==> src/rtl/ycbcr2rgb_stream_pkg.sv <==
// ---------------------------------------------------------------------------
// ycbcr2rgb_stream_pkg
// Shared constants for the full-range BT.601 YCbCr-to-RGB stream converter:
// Q8 signed conversion coefficients, the rounding constant, the chroma offset,
// internal datapath widths and the default frame dimensions.
// ---------------------------------------------------------------------------
package ycbcr2rgb_stream_pkg;

    // Datapath widths
    localparam int CHROMA_W = 9;   // Cb/Cr after offset removal, signed
    localparam int LUMA_W   = 10;  // Y zero-extended into a signed field
    localparam int PROD_W   = 18;  // coefficient x chroma products
    localparam int SUM_W    = 11;  // per-channel result before clamping

    // Q8 coefficients (value * 256)
    localparam logic signed [PROD_W-1:0] KR  = 18'sd359;
    localparam logic signed [PROD_W-1:0] KGB = 18'sd88;
    localparam logic signed [PROD_W-1:0] KGR = 18'sd183;
    localparam logic signed [PROD_W-1:0] KB  = 18'sd454;

    // Half an LSB of the Q8 product, added before the floor shift
    localparam logic signed [PROD_W-1:0] ROUND_Q8 = 18'sd128;

    // Chroma channels are carried with a +128 offset
    localparam logic signed [CHROMA_W-1:0] CHROMA_OFS = 9'sd128;

    // Default frame geometry
    localparam int DEF_WIDTH  = 500;
    localparam int DEF_HEIGHT = 500;

endpackage

==> src/rtl/ycbcr2rgb_stream_if.sv <==
// ---------------------------------------------------------------------------
// ycbcr2rgb_stream_if
// Pixel stream bundle for the YCbCr-to-RGB converter.
//   in_valid/in_ready   : input handshake
//   in_y/in_cb/in_cr    : 8-bit luma and offset chroma
//   out_valid/out_ready : output handshake
//   out_r/out_g/out_b   : 8-bit RGB result
//   out_eol/out_eof     : raster flags qualifying out_valid
//   frame_done          : one-cycle pulse after the eof pixel is taken
// Modports: slave = converter side, master = producer/consumer side.
// ---------------------------------------------------------------------------
interface ycbcr2rgb_stream_if;

    logic       in_valid;
    logic       in_ready;
    logic [7:0] in_y;
    logic [7:0] in_cb;
    logic [7:0] in_cr;

    logic       out_valid;
    logic       out_ready;
    logic [7:0] out_r;
    logic [7:0] out_g;
    logic [7:0] out_b;
    logic       out_eol;
    logic       out_eof;
    logic       frame_done;

    modport slave (
        input  in_valid, in_y, in_cb, in_cr, out_ready,
        output in_ready, out_valid, out_r, out_g, out_b,
               out_eol, out_eof, frame_done
    );

    modport master (
        output in_valid, in_y, in_cb, in_cr, out_ready,
        input  in_ready, out_valid, out_r, out_g, out_b,
               out_eol, out_eof, frame_done
    );

endinterface

==> src/rtl/ycbcr2rgb_stream_clamp.sv <==
// ---------------------------------------------------------------------------
// ycc2rgb_clamp
// Reduces one 11-bit signed channel result to an 8-bit pixel value.
//   din  : 11-bit signed channel value
//   dout : 8-bit channel value
// Build option: YCC2RGB_SAT_EN defined -> clamp to [0,255];
//               undefined              -> keep the low 8 bits (wrap).
// ---------------------------------------------------------------------------
module ycc2rgb_clamp
    import ycbcr2rgb_stream_pkg::*;
(
    input  logic signed [SUM_W-1:0] din,
    output logic        [7:0]       dout
);

`ifdef YCC2RGB_SAT_EN
    always_comb begin
        // NOTE: dout gets a value on every path (default first), so no latch is inferred.
        dout = din[7:0];
        if (din < 11'sd0) begin
            dout = 8'd0;
        end else if (din > 11'sd255) begin
            dout = 8'd255;
        end
    end
`else
    // The upper bits are deliberately discarded in the wrapping build.
    logic unused_hi;
    assign unused_hi = ^din[SUM_W-1:8];

    always_comb begin
        dout = din[7:0];
    end
`endif

endmodule

==> src/rtl/ycbcr2rgb_stream.sv <==
// ---------------------------------------------------------------------------
// ycbcr2rgb_stream
// Streaming full-range BT.601 YCbCr-to-RGB converter with raster flags.
//   clk  : clock, rising edge
//   rst  : asynchronous active-high reset
//   bus  : ycbcr2rgb_stream_if.slave (input/output handshakes, pixel data,
//          out_eol/out_eof position flags, frame_done pulse)
// Parameters: WIDTH x HEIGHT frame geometry.
// Pipeline: s1 offset removal -> s2 products -> s3 channel sums -> output
// register (clamped), so a pixel taken at edge N is presented after edge N+3.
// The whole pipeline advances together whenever the output slot is free or
// being drained; bubbles travel through as invalid stages.
// Build option: YCC2RGB_SAT_EN selects saturating channel outputs.
// ---------------------------------------------------------------------------
module ycbcr2rgb_stream
    import ycbcr2rgb_stream_pkg::*;
#(
    parameter int WIDTH  = DEF_WIDTH,
    parameter int HEIGHT = DEF_HEIGHT
) (
    input  logic               clk,
    input  logic               rst,
    ycbcr2rgb_stream_if.slave  bus
);

    localparam int XW = (WIDTH  > 1) ? $clog2(WIDTH)  : 1;
    localparam int YW = (HEIGHT > 1) ? $clog2(HEIGHT) : 1;

    // Handshake
    logic en;
    logic out_acc;

    // Stage 1: offset-free chroma, luma widened
    logic                       v1;
    logic signed [LUMA_W-1:0]   y1;
    logic signed [CHROMA_W-1:0] cb1;
    logic signed [CHROMA_W-1:0] cr1;

    // Stage 2: products
    logic                       v2;
    logic signed [LUMA_W-1:0]   y2;
    logic signed [PROD_W-1:0]   p_r;
    logic signed [PROD_W-1:0]   p_gb;
    logic signed [PROD_W-1:0]   p_gr;
    logic signed [PROD_W-1:0]   p_b;

    // Stage 3: unclamped channel results
    logic                       v3;
    logic signed [SUM_W-1:0]    r3;
    logic signed [SUM_W-1:0]    g3;
    logic signed [SUM_W-1:0]    b3;
    logic signed [SUM_W-1:0]    r_sum;
    logic signed [SUM_W-1:0]    g_sum;
    logic signed [SUM_W-1:0]    b_sum;

    // Output register
    logic                       out_valid_q;
    logic [7:0]                 out_r_q;
    logic [7:0]                 out_g_q;
    logic [7:0]                 out_b_q;
    logic [7:0]                 r_c;
    logic [7:0]                 g_c;
    logic [7:0]                 b_c;

    // Raster position of the pixel currently presented
    logic [XW-1:0]              x_cnt;
    logic [YW-1:0]              y_cnt;
    logic                       eol;
    logic                       eof;
    logic                       frame_done_q;

    assign en      = !out_valid_q || bus.out_ready;
    assign out_acc = out_valid_q && bus.out_ready;

    // ---- stage 3 arithmetic: floor(x + 128) / 256, then add/sub luma ----
    always_comb begin
        r_sum = SUM_W'(PROD_W'(y2) + ((p_r + ROUND_Q8) >>> 8));
        g_sum = SUM_W'(PROD_W'(y2) - ((p_gb + p_gr + ROUND_Q8) >>> 8));
        b_sum = SUM_W'(PROD_W'(y2) + ((p_b + ROUND_Q8) >>> 8));
    end

    ycc2rgb_clamp u_clamp_r (.din(r3), .dout(r_c));
    ycc2rgb_clamp u_clamp_g (.din(g3), .dout(g_c));
    ycc2rgb_clamp u_clamp_b (.din(b3), .dout(b_c));

    // ---- pipeline: every stage moves only when the output can advance ----
    always_ff @(posedge clk or posedge rst) begin
        if (rst) begin
            v1          <= 1'b0;
            y1          <= '0;
            cb1         <= '0;
            cr1         <= '0;
            v2          <= 1'b0;
            y2          <= '0;
            p_r         <= '0;
            p_gb        <= '0;
            p_gr        <= '0;
            p_b         <= '0;
            v3          <= 1'b0;
            r3          <= '0;
            g3          <= '0;
            b3          <= '0;
            out_valid_q <= 1'b0;
            out_r_q     <= '0;
            out_g_q     <= '0;
            out_b_q     <= '0;
        end else if (en) begin
            // NOTE: non-blocking assignments let every stage read the value its
            // predecessor held before this edge, which is what makes it a pipeline.
            v1          <= bus.in_valid;
            y1          <= $signed({2'b00, bus.in_y});
            cb1         <= $signed({1'b0, bus.in_cb}) - CHROMA_OFS;
            cr1         <= $signed({1'b0, bus.in_cr}) - CHROMA_OFS;

            v2          <= v1;
            y2          <= y1;
            p_r         <= KR  * PROD_W'(cr1);
            p_gb        <= KGB * PROD_W'(cb1);
            p_gr        <= KGR * PROD_W'(cr1);
            p_b         <= KB  * PROD_W'(cb1);

            v3          <= v2;
            r3          <= r_sum;
            g3          <= g_sum;
            b3          <= b_sum;

            out_valid_q <= v3;
            out_r_q     <= r_c;
            out_g_q     <= g_c;
            out_b_q     <= b_c;
        end
    end

    // ---- raster position: moves only when an output pixel is taken ----
    assign eol = out_valid_q && (x_cnt == XW'(WIDTH - 1));
    assign eof = eol && (y_cnt == YW'(HEIGHT - 1));

    always_ff @(posedge clk or posedge rst) begin
        if (rst) begin
            x_cnt        <= '0;
            y_cnt        <= '0;
            frame_done_q <= 1'b0;
        end else begin
            frame_done_q <= out_acc && eof;
            if (out_acc) begin
                if (eol) begin
                    x_cnt <= '0;
                    y_cnt <= eof ? '0 : y_cnt + 1'b1;
                end else begin
                    x_cnt <= x_cnt + 1'b1;
                end
            end
        end
    end

    assign bus.in_ready   = en;
    assign bus.out_valid  = out_valid_q;
    assign bus.out_r      = out_r_q;
    assign bus.out_g      = out_g_q;
    assign bus.out_b      = out_b_q;
    assign bus.out_eol    = eol;
    assign bus.out_eof    = eof;
    assign bus.frame_done = frame_done_q;

endmodule

==> src/flat_wrapper.sv <==
// flat-port wrapper written by rule: the top's interface ports become plain ports
module ycbcr2rgb_stream_flat import ycbcr2rgb_stream_pkg::*;
#(
    parameter int WIDTH  = DEF_WIDTH,
    parameter int HEIGHT = DEF_HEIGHT
)
  (clk, rst, bus_in_valid, bus_in_y, bus_in_cb, bus_in_cr, bus_out_ready, bus_in_ready, bus_out_valid, bus_out_r, bus_out_g, bus_out_b, bus_out_eol, bus_out_eof, bus_frame_done);
  ycbcr2rgb_stream_if bus_i ();
  input  logic clk;
  input  logic rst;
  input wire logic [$bits(bus_i.in_valid)-1:0] bus_in_valid;
  input wire logic [$bits(bus_i.in_y)-1:0] bus_in_y;
  input wire logic [$bits(bus_i.in_cb)-1:0] bus_in_cb;
  input wire logic [$bits(bus_i.in_cr)-1:0] bus_in_cr;
  input wire logic [$bits(bus_i.out_ready)-1:0] bus_out_ready;
  output wire logic [$bits(bus_i.in_ready)-1:0] bus_in_ready;
  output wire logic [$bits(bus_i.out_valid)-1:0] bus_out_valid;
  output wire logic [$bits(bus_i.out_r)-1:0] bus_out_r;
  output wire logic [$bits(bus_i.out_g)-1:0] bus_out_g;
  output wire logic [$bits(bus_i.out_b)-1:0] bus_out_b;
  output wire logic [$bits(bus_i.out_eol)-1:0] bus_out_eol;
  output wire logic [$bits(bus_i.out_eof)-1:0] bus_out_eof;
  output wire logic [$bits(bus_i.frame_done)-1:0] bus_frame_done;
  assign bus_i.in_valid = bus_in_valid;
  assign bus_i.in_y = bus_in_y;
  assign bus_i.in_cb = bus_in_cb;
  assign bus_i.in_cr = bus_in_cr;
  assign bus_i.out_ready = bus_out_ready;
  assign bus_in_ready = bus_i.in_ready;
  assign bus_out_valid = bus_i.out_valid;
  assign bus_out_r = bus_i.out_r;
  assign bus_out_g = bus_i.out_g;
  assign bus_out_b = bus_i.out_b;
  assign bus_out_eol = bus_i.out_eol;
  assign bus_out_eof = bus_i.out_eof;
  assign bus_frame_done = bus_i.frame_done;
  ycbcr2rgb_stream #(.WIDTH(WIDTH), .HEIGHT(HEIGHT)) u_core (.clk(clk), .rst(rst), .bus(bus_i));
endmodule
==> config.mk <==
export PLATFORM = sky130hd
export DESIGN_NAME = ycbcr2rgb_stream_flat
export DESIGN_NICKNAME = d
export VERILOG_FILES = /design/src/rtl/ycbcr2rgb_stream_pkg.sv /design/src/rtl/ycbcr2rgb_stream_if.sv /design/src/rtl/ycbcr2rgb_stream_clamp.sv /design/src/rtl/ycbcr2rgb_stream.sv /design/src/flat_wrapper.sv
export SDC_FILE = /design/constraint.sdc
export NUM_CORES = 1
export LEC_CHECK = 0
export ABC_AREA = 1
export BUFFER_PORTS_ARGS = -buffer_cell sky130_fd_sc_hd__clkbuf_2
export CORE_MARGIN = 2
export CORE_UTILIZATION = 30
export CTS_BUF_LIST = sky130_fd_sc_hd__clkbuf_8
export CTS_CLUSTER_SIZE = 20
export DETAILED_ROUTE_END_ITERATION = 12
export GPL_ROUTABILITY_DRIVEN = 0
export PLACE_DENSITY_LB_ADDON = 0.1
export SLEW_MARGIN = 10
export SYNTH_ARGS = -nofsm -noshare
export SYNTH_HDL_FRONTEND = slang
export SYNTH_SLANG_ARGS = --single-unit
==> constraint.sdc <==
create_clock -name clk -period 7.51 [get_ports clk]
set_input_delay 0.3755 -clock clk [delete_from_list [all_inputs] [get_ports clk]]
set_output_delay 0.3755 -clock clk [all_outputs]
set_load 0.03 [all_outputs]
==> results_dict.tcl, run 1 <==
set metrics [dict create \
    drc_errors 0 \
    worstPathArrival_ps 4850 \
    critPathKind "reg2reg" \
    synth_edf_count 0 \
    outcome "complete, no violations" \
    multi_input_area_mm2 0.007594 \
    drive_above_1_share_pct 7.891 \
    cts_max_level 4 \
    synth_cell_types 47 \
    grt-ovfl-total 0 \
    syn_nets 1833 \
    cts-root-buf "clkbuf_8" \
    grt_start_max_net_pins 89 \
    clkTransAtPathRegs_ps 100 \
    synthArstFlopShare_pct 100.0 \
    timing.final.hold_violations 0 \
    drtAntennaViolNets 0 \
    vias_per_cell 4.454 \
    cp_data_required_time_ps 7900 \
    setup_viol 0 \
    r2r_start "u_core.cr1[1]" \
    syn_avg_cell_area_um2 8.005 \
    fp-row-count 74 \
    grt_usage_pct 14.61 \
    design.core.area_mm2 0.04092 \
    path_max_fanout 7 \
    period_share_pct 59.32 \
    synth_warnings 0 \
    cts_tree "yes" \
    clkSinkCount 147 \
    cts_buffers 17 \
    final_nets 1882 \
    wl_um 29560 \
    die_area_mm2 0.04327 \
    synth.top_cell.area_share_pct 29.46 \
    fillers 4415 \
    first_pass_iters 8 \
    fp.dieH_um 208.0 \
    seq_area_mm2 0.003679 \
    ctsResizeCount 0 \
    synth_seq_cells 147 \
    end_kind "flip-flop" \
    n_antenna_cell 0 \
    synthCells 1560 \
    layout_common_cells "nand2_1, inv_1, ha_1" \
    cap_violations 0 \
    synth.largest_area_cell "dfrtp_1" \
    cp-start-kind "flip-flop" \
    wl_per_cell_um 13.72 \
    ys.flop_type "dfrtp_1" \
    die_w_um 208.0 \
    hpwl_um 22650 \
    initial_utilization_pct 30.52 \
    tns_ps 0 \
    portBuffers 56 \
    cts_setup_buffers 0 \
    pin_count 57 \
    cts_buffer_depth 2 \
    yosysSeqAreaShare_pct 29.46 \
    grt_pass1_vias 10006 \
    cts_hold_buf 0 \
    grt_pass1_wl_um 51360 \
    rsz0062_at_grt "no" \
    startpoint "u_core.cr1[1]" \
    clock_skew_ps 19.60 \
    min_path_type "in2async" \
    drt_iter0_drc 422 \
    antenna_found_initial 0 \
    area_growth_pct 9.909 \
    synth_area_mm2 0.01249 \
    fin_crit_ps 4455 \
    worst_slew_pin_slew_ps 905.5 \
    final_common_cell "nand2_1" \
    synth_area_leaders "dfrtp_1, ha_1, nand2_1" \
    num_vias 9593 \
    final-max-slew-violation-count 0 \
    clk_latency_ps 500 \
    slew_headroom_pct 39.63 \
    fmax_mhz 224.5 \
]
final timing paths:
check / to / slack (ps) / cells past startpoint
hold reg to reg: u_core.bus.out_valid / 450 / 2
setup reg to reg: u_core.p_r[14] / 3060 / 15
min in group clk: u_core.cb1[7] / 50 / 2
hold / removal: u_core.cr1[4] / 20 / 2
setup / recovery: u_core.p_r[14] / 3060 / 15
max in group asynchronous: u_core.y1[7] / 6110 / 3
per-layer routing:
| layer | up-vias | part of all wire (%) | GRT usage [%] |
|---|---|---|---|
| li1 | 5033 | - | - |
| met1 | 4447 | 53 | 20.86 |
| met2 | 95 | 44 | 23.10 |
| met3 | 18 | 2.3 | 2.128 |
| met4 | 0 | 1.1 | 3.840 |
| met5 | - | 0 | 0 |
through the flow:
stage	hold slack, ps	setup slack, ps	util (%)	area, µm²	cells
final	23.57	3055	33.54	13730	2154
after CTS	8.301	3058	33.54	13730	2154
after floorplan	419.8	3183	-	12490	1560
after detailed placement	432.6	3116	32.54	13320	2122
after global routing	51.59	2705	33.54	13730	2154
after global placement	437.2	3175	32.54	13320	2122
Yosys cell counts, types with 6 or more instances:
master	n
o21ai_0	78
ha_1	184
buf_2	17
or2_2	10
nand4_1	16
a31oi_1	11
fa_1	61
inv_1	273
nand3b_1	6
nor2_1	57
xor2_1	26
a21oi_1	51
o21ai_1	6
nand2_1	422
nand3_1	98
nor3_1	13
o21bai_1	8
dfrtp_1	147
inv_2	7
clkbuf_1	9
xnor2_1	16
state kept, by name, indices dropped and copies added, names as in the netlist, 9 cells and up:
name,count
u_core.x_cnt,9
u_core.y_cnt,9
u_core.p_r,9
u_core.p_gb,13
u_core.p_b,9
u_core.p_gr,13
worst max-delay path, stage by stage, from the launching register on:
cell and delay (ps):
dfrtp_1 550, inv_1 110, ha_1 390, fa_1 520
fa_1 490, inv_1 60, fa_1 430, fa_1 400
ha_1 350, a21oi_1 330, o21ai_0 150, nand2_1 80
nand3_1 70, or2_2 280, nand3_1 60, nand2_1 60
logic make-up after synthesis:
| logic type | share of synthesized area, % |
|---|---|
| and+or+nand+nor | 22.38 |
| buffers and inverters | 9.738 |
| adders and majority gates | 28.21 |
| AOI/OAI and AO/OA | 7.264 |
| DFF | 29.46 |
| xor gates and xnor gates | 2.946 |
cell type report:
type                            instances  area share (%)
Timing Repair Buffer                   60           2.261
Inverter                              282           7.776
Sequential cell                       147           26.80
Multi-Input combinational cell       1101           55.32
Tap cell                              532           4.850
Clock inverter                         13           1.085
Clock buffer                           19           1.905
Power of run 1 is left out: the tool's default activity adds up to more than one toggle a clock period on the data nets, which glitch-free logic cannot reach.
==> inputs of run 2 (changes only) <==
- clock period: 7.51 -> 4.1 ns (I/O delays scaled with it)
==> results_dict.tcl, run 2 (same netlist as run 1, synthesis figures left out) <==
set metrics [dict create \
    grt-ovfl-total 0 \
    grt_pass1_vias 10028 \
    cp-start-kind "flip-flop" \
    fp-row-count 74 \
    clkTransAtPathRegs_ps 90 \
    reg_top3 "u_core.p_gb: 13 flops, u_core.p_gr: 13 flops" \
    period_share_pct 95.78 \
    crit_top_cell "nand2_1" \
    layout_common_cells "nand2_1, inv_1, ha_1" \
    clock_skew_ps 20.23 \
    cts_buffers 17 \
    die_w_um 208.0 \
    worst_slew_pin_slew_ps 758.4 \
    timing.final.hold_violations 0 \
    hpwl_um 23710 \
    final_nets 1941 \
    fmax_mhz 254.6 \
    area_growth_pct 15.66 \
    hold_depth 3 \
    crit_buf_inv 3 \
    wl_um 30480 \
    n_antenna_cell 0 \
    drive_above_1_share_pct 11.66 \
    path_delay_family "adder cells" \
    drt_iter0_drc 327 \
    hp-start "bus_in_cr[1]" \
    post-place-cells 2155 \
    setup_viol 0 \
    reg2reg_to "u_core.p_r[13]" \
    cts_buffer_depth 2 \
    worstPathArrival_ps 4310 \
    vias_per_cell 4.408 \
    finalNonFillerCells 2213 \
    fp.dieH_um 208.0 \
    end_kind "flip-flop" \
    cts-root-buf "clkbuf_8" \
    design.core.area_mm2 0.04092 \
    min_to "u_core.cr1[1]" \
    final_util_pct 35.29 \
    r2r_start "u_core.cr1[1]" \
    clkSinkCount 147 \
    cts_max_level 4 \
    outcome "complete, no violations" \
    fin_crit_ps 3927 \
    min_path_type "in2reg" \
    critPathKind "reg2reg" \
    final-max-slew-violation-count 0 \
    cap_violations 0 \
    cp_data_required_time_ps 4490 \
    grt_usage_pct 14.87 \
    drtAntennaViolNets 0 \
    crit_path_max_incr_delay_ps 490 \
    slew_headroom_pct 49.44 \
    grt_pass1_wl_um 52020 \
    clk_latency_ps 510 \
    antenna_found_initial 0 \
    cts_tree "yes" \
    drc_errors 0 \
    crit_slowest_cell "fa_1" \
    die_area_mm2 0.04327 \
    first_pass_iters 7 \
    rrSetupSlack_ps 170 \
    final_common_cell "nand2_1" \
    grt_start_max_net_pins 99 \
    r2r_cells 17 \
    path_cells "inv_1 -> ha_1 -> fa_1 -> fa_1 -> inv_1 -> fa_1 -> fa_1 -> ha_4 -> inv_1 -> nor3_2 -> nand2_1 -> nand2_2 -> nand2_1 -> nand2_1 -> nand2_1 -> nand3_1 -> nand2_1" \
    pin_count 57 \
    initial_utilization_pct 30.52 \
    portBuffers 56 \
    wl_per_cell_um 13.77 \
    path_max_fanout 5 \
    num_vias 9754 \
]
==> run 2: cell types whose count changed in the layout (fill, tap and decap cells not counted), moves of 4 or more <==
cell and delta:
o21ai_0 -7, ha_4 +6, dfrtp_2 +6, dfrtp_1 -6, buf_4 +32, dlygate4sd3_1 +25, ha_2 +5, o21ai_1 +4
ha_1 -11
==> run 2: worst max-delay path by stage <==
stage	depth (start not counted)	endpoint	slack, ps	start
after detailed placement	17	u_core.p_gr[11]	-40	u_core.cr1[2]
final	17	u_core.p_r[13]	170	u_core.cr1[1]
after CTS	17	u_core.p_gr[11]	8	u_core.cr1[0]
after global routing	17	u_core.p_gr[15]	-20	u_core.cr1[4]
after floorplan	15	u_core.p_r[14]	80	u_core.cr1[1]
after global placement	14	u_core.p_gr[11]	-4	u_core.cr1[3]
==> run 2: layer usage <==
layer | global-route usage (%) | part of all wire (%)
met4 | 3.815 | 1.1
met2 | 23.50 | 43
met1 | 21.32 | 53
met5 | 0 | 0
met3 | 2.068 | 2.0
==> run 2: final cells by class <==
cell class,count,area [µm²]
inverters,282,1066
repair buffers,119,840.8
multi-input cells,1101,7737
well taps,532,665.6
flip-flops and latches,147,3686
fillers,4344,26480
clock buffers,18,247.7
clock inverters,14,200.2
==> run 2: timing repair <==
| item | in CTS | in global routing |
|---|---|---|
| pin swaps | 0 | 2 |
| gates resized for setup | 4 | 38 |
| buffers inserted | 1 | 0 |
| setup endpoints to repair | 1 | 16 |
| hold buffers | 25 | 0 |
| endpoints found under the hold margin | 171 | 0 |
==> run 2: worst reg2reg max path, cell delays in order, from the launching register on <==
cell	delay, ps
dfrtp_2	450
inv_1	80
ha_1	330
fa_1	480
fa_1	490
inv_1	50
fa_1	430
fa_1	490
ha_4	320
inv_1	60
nor3_2	180
nand2_1	100
nand2_2	100
nand2_1	60
nand2_1	50
nand2_1	50
nand3_1	60
nand2_1	50
==> run 2: through the flow <==
| step | hold WS [ps] | worst slack [ps] | TNS [ps] | cell area, µm² |
|---|---|---|---|---|
| after detailed placement | 418.3 | -35.88 | -35.88 | 13590 |
| after global placement | 409.1 | -4.103 | -4.103 | 13590 |
| after CTS | 22.07 | 7.588 | 0 | 14300 |
| final | 73.24 | 172.8 | 0 | 14440 |
| after global routing | 71.34 | -24.52 | -34.43 | 14440 |
| after floorplan | 314.6 | 80.34 | 0 | 12490 |
Power of run 2 is left out for the same reason.
==> inputs of run 3 (changes only) <==
- GPL_TIMING_DRIVEN: not set -> 0
==> results_dict.tcl, run 3 (same netlist as run 1, synthesis figures left out) <==
set metrics [dict create \
    grt_start_max_net_pins 35 \
    drc_errors 0 \
    clkSinkCount 147 \
    n_antenna_cell 0 \
    cts_tree "yes" \
    hpwl_um 27090 \
    crit_path_max_incr_delay_ps 550 \
    cap_violations 0 \
    grt-ovfl-total 0 \
    cts_max_level 4 \
    grt_pass1_wl_um 55920 \
    cts_buffer_depth 2 \
    end_kind "flip-flop" \
    crit_top_cell "nand2_1" \
    fmax_mhz 250.9 \
    timing.final.hold_violations 0 \
    worst_slew_pin_slew_ps 967.2 \
    design.core.area_mm2 0.04092 \
    antenna_found_initial 0 \
    drive_above_1_share_pct 14.06 \
    post-place-cells 2153 \
    area_growth_pct 18.43 \
    wl_um 34080 \
    final_common_cell "nand2_1" \
    reg_top3 "u_core.p_gb: 13 flops, u_core.p_gr: 13 flops" \
    fp-row-count 74 \
    met2_usage_pct 27.35 \
    finalNonFillerCells 2239 \
    die_w_um 208.0 \
    clock_skew_ps 24.98 \
    portBuffers 56 \
    drt_iter0_drc 395 \
    layout_common_cells "nand2_1, inv_1, ha_1" \
    drtAntennaViolNets 0 \
    initial_utilization_pct 30.52 \
    busiest_layer "met2" \
    crit_slowest_cell "fa_2" \
    slew_headroom_pct 35.52 \
    cp-start-kind "flip-flop" \
    grtUsageMet3_pct 2.219 \
    num_vias 9970 \
    cts_buffers 17 \
    pin_count 57 \
    clkTransAtPathRegs_ps 90 \
    fp.dieH_um 208.0 \
    startpoint "u_core.cr1[2]" \
    clk_latency_ps 510 \
    r2r_cells 17 \
    setup_viol 0 \
    reg2reg_to "u_core.p_r[13]" \
    cp_data_required_time_ps 4480 \
    vias_per_cell 4.453 \
    cts-root-buf "clkbuf_8" \
    r2r_start "u_core.cr1[2]" \
    min_path_type "in2reg" \
    path_cells "buf_12 -> ha_4 -> fa_1 -> fa_2 -> inv_2 -> fa_2 -> fa_1 -> ha_4 -> inv_4 -> nor3_4 -> nand2_1 -> nand2_1 -> nand2_1 -> nand2_1 -> nand2_1 -> nand3_2 -> nand2_1" \
    critPathKind "reg2reg" \
    period_share_pct 97.22 \
    outcome "complete, no violations" \
    fin_crit_ps 3986 \
    die_area_mm2 0.04327 \
    grt_usage_pct 16.46 \
    rrSetupSlack_ps 110 \
    grt_pass1_vias 10196 \
    final-max-slew-violation-count 0 \
    final_nets 1968 \
    wl_per_cell_um 15.22 \
    rsz0062_at_grt "yes" \
    first_pass_iters 4 \
    grtUsageMet1_pct 22.67 \
    path_max_fanout 5 \
    endpoint "u_core.p_r[13]" \
    worstPathArrival_ps 4370 \
    whs_ps 141.5 \
]
==> run 3: cell type report <==
class | count | area (µm²)
plain buffers | 30 | 156.4
clock buffers | 19 | 261.5
clock inverters | 12 | 178.9
fillers | 4344 | 26140
inverters | 282 | 1070
multi-input cells | 1101 | 7873
flip-flops and latches | 147 | 3695
well taps | 532 | 665.6
repair buffers | 116 | 889.6
==> run 3: what timing repair did <==
item,in CTS,in global routing
pin swaps,3,16
buffers inserted,17,12
endpoints found under the hold margin,41,0
endpoints found under the setup margin,17,17
resized for setup,26,47
hold buffers,26,0
==> run 3: worst min path at each step <==
stage	slack (ps)	startpoint	end	depth (start not counted)
2_1_floorplan	310	bus_in_cb[0]	u_core.cb1[0]	2
3_3_place_gp	400	bus_in_cr[7]	u_core.cr1[7]	2
3_5_place_dp	270	rst	u_core.b3[1]	2
4_1_cts	90	bus_out_ready	u_core.x_cnt[1]	4
5_1_grt	150	bus_out_ready	u_core.x_cnt[1]	4
6_report	140	bus_out_ready	u_core.x_cnt[1]	4
==> run 3: critical path: cells and delay by family, from the launching register on <==
kind	cells	cell delay, ps
DFF	1	480
adders and majority gates	6	2470
and+or+nand+nor	8	700
buffers and inverters	3	230
==> run 3: per-stage QoR <==
step                      instance area, µm²  setup TNS [ps]  setup WS, ps  utilization [%]
after floorplan                        12490               0         80.34                -
after global placement                 13440           -4018        -516.7            32.84
after detailed placement               13550           -3710        -467.4            33.12
after CTS                              14480               0        0.1199            35.39
after global routing                   14790          -90.34        -42.67            36.14
final                                  14790               0         114.1            36.14
==> run 3: per-layer routing <==
layer	vias up	routed length (µm)
met2	114	15680
met3	18	822
met1	4624	17210
li1	5214	-
met4	0	363
met5	-	0
Power of run 3 is left out for the same reason.
